## src/rtl/mux_row_sequencer_lut.sv

```systemverilog
`default_nettype none
// ============================================================================
//  Module   : mux_row_sequencer_lut
//  Purpose  : Drives the one-hot multiplexing-row enables for the LED drivers.
//             A programmable all-off gap separates consecutive rows. Also
//             returns a registered lookup from driver output index to
//             physical LED row, for the row whose data is being loaded.
//  Revision : 1.0 - initial release
// ============================================================================
module mux_row_sequencer_lut #(
   parameter  int NB_LEDS_PER_GROUP = 16,
   parameter  int NB_LED_ROWS       = 32,
   parameter  int NB_MUX_ROWS       = 4,
   parameter  int DEAD_CYCLES       = 2,
   localparam int LED_WIDTH         = $clog2(NB_LEDS_PER_GROUP),
   localparam int LED_ROW_WIDTH     = $clog2(NB_LED_ROWS)
) (
   input  logic                     clk,
   input  logic                     nrst,
   input  logic                     enable,
   input  logic                     mode,
   input  logic                     advance,
   output logic [NB_MUX_ROWS-1:0]   mux_en,
   input  logic                     lut_valid,
   input  logic [LED_WIDTH-1:0]     led,
   output logic [LED_ROW_WIDTH-1:0] led_row,
   output logic                     row_valid,
   output logic                     overrun
);

   localparam int MUX_WIDTH = $clog2(NB_MUX_ROWS);
   localparam int BANKS     = NB_LED_ROWS / NB_LEDS_PER_GROUP;
   // A zero-length gap still costs one blank cycle, so the counter never
   // runs for fewer than one cycle.
   localparam int DEAD_LEN  = (DEAD_CYCLES < 1) ? 1 : DEAD_CYCLES;
   localparam int CNT_W     = $clog2(DEAD_LEN + 1);

   localparam logic [MUX_WIDTH-1:0] LAST_ROW  = MUX_WIDTH'(NB_MUX_ROWS - 1);
   localparam logic [CNT_W-1:0]     DEAD_LAST = CNT_W'(DEAD_LEN - 1);
   localparam logic [31:0]          BANKS_U   = 32'(BANKS);
   localparam logic [31:0]          GROUP_U   = 32'(NB_LEDS_PER_GROUP);

   typedef enum logic [1:0] {
      S_IDLE   = 2'd0,
      S_DEAD   = 2'd1,
      S_ACTIVE = 2'd2
   } state_t;

   state_t                   state_q, state_d;
   logic [MUX_WIDTH-1:0]     cur_q, cur_d;
   logic [MUX_WIDTH-1:0]     tgt_q, tgt_d;
   logic [CNT_W-1:0]         cnt_q, cnt_d;
   logic                     overrun_q, overrun_d;
   logic [LED_ROW_WIDTH-1:0] led_row_q, led_row_d;
   logic                     row_valid_q;
   logic [MUX_WIDTH-1:0]     lrow_w;
   logic [31:0]              bank_w;
   logic [31:0]              led_ext_w;

   // Sequencer state register.
   always_ff @(posedge clk or negedge nrst) begin
      if (!nrst) begin
         state_q   <= S_IDLE;
         cur_q     <= '0;
         tgt_q     <= '0;
         cnt_q     <= '0;
         overrun_q <= 1'b0;
      end else begin
         state_q   <= state_d;
         cur_q     <= cur_d;
         tgt_q     <= tgt_d;
         cnt_q     <= cnt_d;
         overrun_q <= overrun_d;
      end
   end

   // Next-state logic: enable low overrides everything and parks in IDLE.
   always_comb begin
      state_d   = state_q;
      cur_d     = cur_q;
      tgt_d     = tgt_q;
      cnt_d     = cnt_q;
      overrun_d = overrun_q;
      if (!enable) begin
         if (advance) overrun_d = 1'b1;
         state_d = S_IDLE;
         cur_d   = '0;
         tgt_d   = '0;
         cnt_d   = '0;
      end else begin
         case (state_q)
            S_IDLE: begin
               if (advance) begin
                  tgt_d   = '0;
                  cnt_d   = '0;
                  state_d = S_DEAD;
               end
            end
            S_DEAD: begin
               if (advance) overrun_d = 1'b1;
               if (cnt_q == DEAD_LAST) begin
                  cnt_d   = '0;
                  cur_d   = tgt_q;
                  state_d = S_ACTIVE;
               end else begin
                  cnt_d = cnt_q + 1'b1;
               end
            end
            S_ACTIVE: begin
               if (advance) begin
                  tgt_d   = (cur_q == LAST_ROW) ? '0 : cur_q + 1'b1;
                  cnt_d   = '0;
                  state_d = S_DEAD;
               end
            end
            default: state_d = S_IDLE;
         endcase
      end
   end

   // One-hot row enable, decoded from registered state only.
   always_comb begin
      mux_en = '0;
      if (state_q == S_ACTIVE) mux_en[cur_q] = 1'b1;
   end

   // Row whose data is being loaded, then its driver-index -> LED-row map.
   always_comb begin
      case (state_q)
         S_ACTIVE: lrow_w = (cur_q == LAST_ROW) ? '0 : cur_q + 1'b1;
         S_DEAD:   lrow_w = (tgt_q == LAST_ROW) ? '0 : tgt_q + 1'b1;
         default:  lrow_w = '0;
      endcase
      bank_w    = 32'(lrow_w) % BANKS_U;
      led_ext_w = 32'(led);
      if (led_ext_w >= GROUP_U) begin
         led_row_d = '0;
      end else if (mode) begin
         led_row_d = LED_ROW_WIDTH'(led_ext_w * BANKS_U + bank_w);
      end else begin
         led_row_d = LED_ROW_WIDTH'(bank_w * GROUP_U + led_ext_w);
      end
   end

   // Lookup result register; holds its value between requests.
   always_ff @(posedge clk or negedge nrst) begin
      if (!nrst) begin
         led_row_q   <= '0;
         row_valid_q <= 1'b0;
      end else begin
         row_valid_q <= lut_valid;
         if (lut_valid) led_row_q <= led_row_d;
      end
   end

   assign led_row   = led_row_q;
   assign row_valid = row_valid_q;
   assign overrun   = overrun_q;

endmodule
`default_nettype wire

```

## config.mk

```make
export PLATFORM = sky130hd
export DESIGN_NAME = mux_row_sequencer_lut
export DESIGN_NICKNAME = d
export VERILOG_FILES = /design/src/rtl/mux_row_sequencer_lut.sv
export SDC_FILE = /design/constraint.sdc
export NUM_CORES = 1
export LEC_CHECK = 0
export CAP_MARGIN = 25
export CORE_ASPECT_RATIO = 1.5
export CORE_UTILIZATION = 45
export DETAILED_ROUTE_END_ITERATION = 12
export DONT_BUFFER_PORTS = 1
export PLACE_DENSITY = 0.62
export SYNTH_ARGS = -nofsm -noshare
export SYNTH_HDL_FRONTEND = slang
export SYNTH_SLANG_ARGS = --single-unit
```

## constraint.sdc

```tcl
create_clock -name clk -period 3 [get_ports clk]
set_input_delay 0.6 -clock clk [delete_from_list [all_inputs] [get_ports clk]]
set_output_delay 0.6 -clock clk [all_outputs]
set_load 0.01 [all_outputs]
```

### Yosys cells after proc, flatten, opt, wreduce, memory -nomap -nowiden

Cells that the tools add are included.

| operators by class | value |
|---|---|
| $add $sub $neg | 5 |
| order comparisons | 2 |
| eq/ne operators | 13 |
| mux-type cells | 24 |
| reduce and logical (&&, ||, !) cells | 7 |

Operators with widths:

| cell | count |
|---|---|
| 2-to-1 mux 2 bit | 12 |
| case mux 2 bit (2 select lines) | 3 |
| inequality test 3 bit, second input constant | 3 |
| equality test 2 bit, second input constant | 3 |
| inequality test 3 x 2 -> 1 bit, second input constant | 2 |
| AND reduction 2 bit | 3 |
| adder 5 x 1 -> 5 bit | 1 |
| adder 5 x 4 -> 5 bit | 1 |
| 2-to-1 mux 1 bit | 5 |
| 2-to-1 mux 5 bit | 1 |
| adder 2 x 1 -> 2 bit, second input constant | 2 |
| equality test 2 x 1 -> 1 bit, second input constant | 2 |
| 2-to-1 mux 4 bit | 1 |
| inequality test 2 x 1 -> 1 bit, second input constant | 2 |
| < comparator 2 x 3 -> 1 bit, second input constant | 1 |
| inequality test 3 x 1 -> 1 bit, second input constant | 1 |
| AND reduction 3 bit | 1 |
| demux 1 bit (select 2 bit) | 1 |
| >= comparator 2 x 1 -> 1 bit, second input constant | 1 |
| logical NOT 2 bit | 1 |
| case mux 1 bit (2 select lines) | 1 |
| OR reduction 2 bit | 1 |
| adder 1 bit, second input constant | 1 |
| logical AND 1 bit | 1 |

| storage, ports and cells | value |
|---|---|
| register bits after elaboration | 15 |
| bits of input ports | 10 |
| output and inout port bits | 11 |

### Logic depth before layout (Yosys ltp)

| logic depth | value |
|---|---|
| depth in word-level cells | 5 |
| depth in mapped cells | 5 |
| gate-level depth less buffers | 5 |

### Least setup slack after synthesis

Ideal clock, no wire load.

| timing | value |
|---|---|
| kind | register to output |
| start | register state_q[0] |
| end | output mux_en[3] |
| arrival time | 906 ps |
| data required time | 2400 ps |
| setup slack | 1494 ps |
| stages on the path, launching flop included | 4 |
| buffers on the path | 0 |
| cells stage by stage | dfrtp_1 inv_1 ha_1 and2_1 |

| on the way | value |
|---|---|
| cells in the longest elaborated chain, start to end | 2 |

RTL lines:

| item | line | text |
|---|---|---|
| from (decl) | 49 | `state_t state_q, state_d;` |
| from (signal assigned) | 69 | `state_q <= state_d;` |
| equality test 2 bit | 124 | `if (state_q == S_ACTIVE) mux_en[cur_q] = 1'b1;` |
| 2-to-1 mux 4 bit | 124 |  |
| to (decl) | 23 | `output logic [NB_MUX_ROWS-1:0] mux_en,` |

No other way between the ends.

### Worst setup path in the final report

Ends and elaborated chain as after synthesis.

==> flow_summary.json <==
{
  "power_per_cell_area_nw_per_um2": 426,
  "dieArea_um2": 2130,
  "holdCritPathClass": "input pin to register",
  "ff_latch_area_um2": 375,
  "syn_inst": 85,
  "p_leak_nw": 0.439,
  "place_hpwl_um": 1180,
  "drcViolationCount": 0,
  "tightestPinTransition_ns": 0.673,
  "synthDistinctLibCells": 30,
  "avgSynthCellArea_um2": 10.3,
  "synth_top_cell_by_area": "sky130_fd_sc_hd__dfrtp_1",
  "rsz_0062_raised_after_global_routing": "no",
  "endpoint_kind": "output pin",
  "synth_common_cells": "sky130_fd_sc_hd__dfrtp_1 (15), sky130_fd_sc_hd__ha_1 (9), sky130_fd_sc_hd__nor2_1 (7)",
  "cts_resized": 0,
  "total_via_count_in_the_routed_design": 607,
  "grt_pass1_vias": 606,
  "h-tree-depth": 1,
  "gpl.final_weighted_congestion": 0.723,
  "final_min_period_over_clock_period_pct": 63.2,
  "drt_first_iter_violations": 7,
  "total_power_uw": 397,
  "num_rows": 19,
  "final.fill_count": 165,
  "route.detailed.wl_per_inst_um": 13.8,
  "worst-path-stages": 3,
  "critPathLaunchType": "register",
  "setup_viol": 0,
  "outcome": "finished, final reports clean",
  "fraction_of_layout_cells_with_a_size_suffix_above_1_pct": 9.09,
  "antenna-diode-count": 0,
  "ys.warnings.count": 0,
  "final_period_minus_worst_setup_slack_ns": 1.90,
  "grtUsageTotal_pct": 17.1,
  "asyncSetResetFlopFracSynth_pct": 100,
  "multi_input_gate_area_um2": 470,
  "ff2ff_path_depth": 5,
  "top_level_ports": 21,
  "worst_slew_margin_rel_pct": 55.0,
  "antenna_violations_before_repair": 0,
  "path_max_fanout": 5,
  "synth_top_cell_area_share_pct": 42.8,
  "timing.setup.critical_path_class": "register to output pin",
  "worst_skew_pair.late_latency_ns": 0.28,
  "portBuffers": 0,
  "synth.area.top_cells": "sky130_fd_sc_hd__dfrtp_1 (43%), sky130_fd_sc_hd__ha_1 (13%), sky130_fd_sc_hd__mux2i_1 (6.8%)",
  "clock_pin_slew_reported_for_the_worst_setup_and_hold_paths_after_clock_tree_synthesis_ns": 0.09,
  "vdd_ir_drop_max_v": 0.000328,
  "drt_pre_antenna_iters": 4,
  "synth_most_common_cell": "sky130_fd_sc_hd__dfrtp_1",
  "worstPathCellList": "inv_1 > ha_1 > and2_1",
  "root_cell_of_the_clock_tree": "sky130_fd_sc_hd__clkbuf_4",
  "hold_viol_final": 0,
  "floorplan.die.height_um": 56.1,
  "die_width_um": 38.0,
  "worst_ep_required_time_ns": 2.40,
  "critical-path-top-delay-family": "flip-flops",
  "cap_violations": 0,
  "cp_data_arrival_time_ns": 1.30,
  "initial_util_pct": 47.9,
  "seq_area_frac_synth_pct": 42.8,
  "core_um2": 1830,
  "critPathSlowestCell": "sky130_fd_sc_hd__dfrtp_1",
  "cts_tree": "built",
  "cts_buffers": 3,
  "flow.area_growth_from_synthesis_pct": 6.28,
  "postSynth.topFlopCell": "sky130_fd_sc_hd__dfrtp_1",
  "grt_overflow": 0,
  "slew_violations": 0,
  "synth-seq-cells": 15,
  "maxClockFrequency_mhz": 527,
  "postRouteAntennaNets": 0,
  "global_route_wire_length_before_repair_um": 2550,
  "drt_wl_total_um": 1500,
  "synthesis.area_um2": 877,
  "fin_skew_ns": 0.00440,
  "grt_max_degree": 16,
  "finalSetupTns_ns": 0,
  "hold_path_depth": 0,
  "critical-path-max-stage-delay_ns": 0.44,
  "max_root_sink_buffers": 2,
  "route.detailed.vias_per_inst": 5.57,
  "synth_nets": 104,
  "final_net_count": 108,
  "timing.critical_path.buf_inv": 1,
  "cts_sinks": 15,
  "synth_enable_flop_cells": 0
}
[through the flow]
stage | instances | util (%) | hold slack (ns) | area [um2] | setup WS (ns)
after floorplan | 85 | - | 0.304 | 877 | 1.49
after global placement | 104 | 48.9 | 0.305 | 895 | 1.45
after detailed placement | 104 | 48.9 | 0.305 | 895 | 1.42
after CTS | 109 | 50.9 | 0.332 | 932 | 1.07
after global routing | 109 | 50.9 | 0.316 | 932 | 0.989
final | 109 | 50.9 | 0.344 | 932 | 1.10
[flip-flops by register name (all words and copies together) (netlist names)]
name and count:
led_row 5, overrun 1, cnt_q 2, cur_q 2
row_valid 1, state_q 2, tgt_q 2
[what timing repair did]
action                                 in CTS  in global routing
hold buffers                                1                  0
buffers inserted                            0                  0
endpoints found under the hold margin      15                  0
[path summary, 6_finish.rpt]
check                      slack [ns]          to  startpoint
min in group asynchronous        0.79  state_q[0]        nrst
max reg2reg                      1.45  state_q[0]  state_q[1]
max                              1.10   mux_en[3]  state_q[0]
min reg2reg                      0.53    cnt_q[1]    cnt_q[1]
max in group asynchronous        1.78    cur_q[0]        nrst
min                              0.34   row_valid   lut_valid
[layout make-up]
class                      count  share of cell area [%]
multi-input combinational     62                    50.5
sequential                    15                    40.3
tap                           21                    2.82
clock buffer                   3                    2.42
inverter                       6                    2.42
timing repair buffer           1                    1.07
clock inverter                 1                   0.537
[power breakdown]
group	internal (mW)	total [mW]	switching (mW)	leakage [nW]
registers	0.213	0.227	0.0136	0.188
logic	0.0256	0.0580	0.0324	0.233
clock network	0.0495	0.112	0.0628	0.0177
total	0.288	0.397	0.109	0.439
[per-layer routing]
metal	share of wire, %	vias up	wire length [um]	global-route usage (%)
li1	-	298	-	-
met1	44	287	659	21.3
met2	50	17	756	26.4
met3	3.3	5	50	3.60
met4	2.3	0	35	9.18
met5	0	-	0	0
[cell families after synthesis]
kind of cell	Yosys count	share of synthesized area [%]
and+or+nand+nor	29	18.0
buffers and inverters	8	3.57
DFF	15	42.8
xor gates and xnor gates	1	0.999
muxes	6	6.85
adders and majority gates	9	12.8
AOI/OAI and AO/OA	17	15.0
[placed cells by master (no fill, tap or decap)]
master                          netlist  routed
sky130_fd_sc_hd__a21o_1               1       1
sky130_fd_sc_hd__nand2b_1             2       2
sky130_fd_sc_hd__dlygate4sd3_1        0       1
sky130_fd_sc_hd__o211ai_2             1       1
sky130_fd_sc_hd__o221a_2              1       1
sky130_fd_sc_hd__a2111o_1             1       1
sky130_fd_sc_hd__inv_1                6       6
sky130_fd_sc_hd__a31oi_1              2       2
sky130_fd_sc_hd__nor2b_1              6       6
sky130_fd_sc_hd__ha_1                 9       9
sky130_fd_sc_hd__o211ai_1             1       1
sky130_fd_sc_hd__or2b_1               1       1
sky130_fd_sc_hd__nand3b_1             2       2
sky130_fd_sc_hd__clkbuf_4             0       3
sky130_fd_sc_hd__o21ai_1              1       1
sky130_fd_sc_hd__a21boi_0             1       1
sky130_fd_sc_hd__and2_1               5       5
sky130_fd_sc_hd__mux2i_1              6       6
sky130_fd_sc_hd__a311oi_1             1       1
sky130_fd_sc_hd__clkinv_2             0       1
sky130_fd_sc_hd__o21ai_0              1       1
sky130_fd_sc_hd__o21ba_2              1       1
sky130_fd_sc_hd__a32oi_1              1       1
sky130_fd_sc_hd__o21ai_2              1       1
sky130_fd_sc_hd__a21oi_1              3       3
sky130_fd_sc_hd__nand2_1              4       4
sky130_fd_sc_hd__xor2_1               1       1
sky130_fd_sc_hd__dfrtp_1             15      15
sky130_fd_sc_hd__nand3_1              1       1
sky130_fd_sc_hd__nor3b_1              1       1
sky130_fd_sc_hd__nor2_1               7       7
Note: power is estimated with default switching activity, not from simulation.
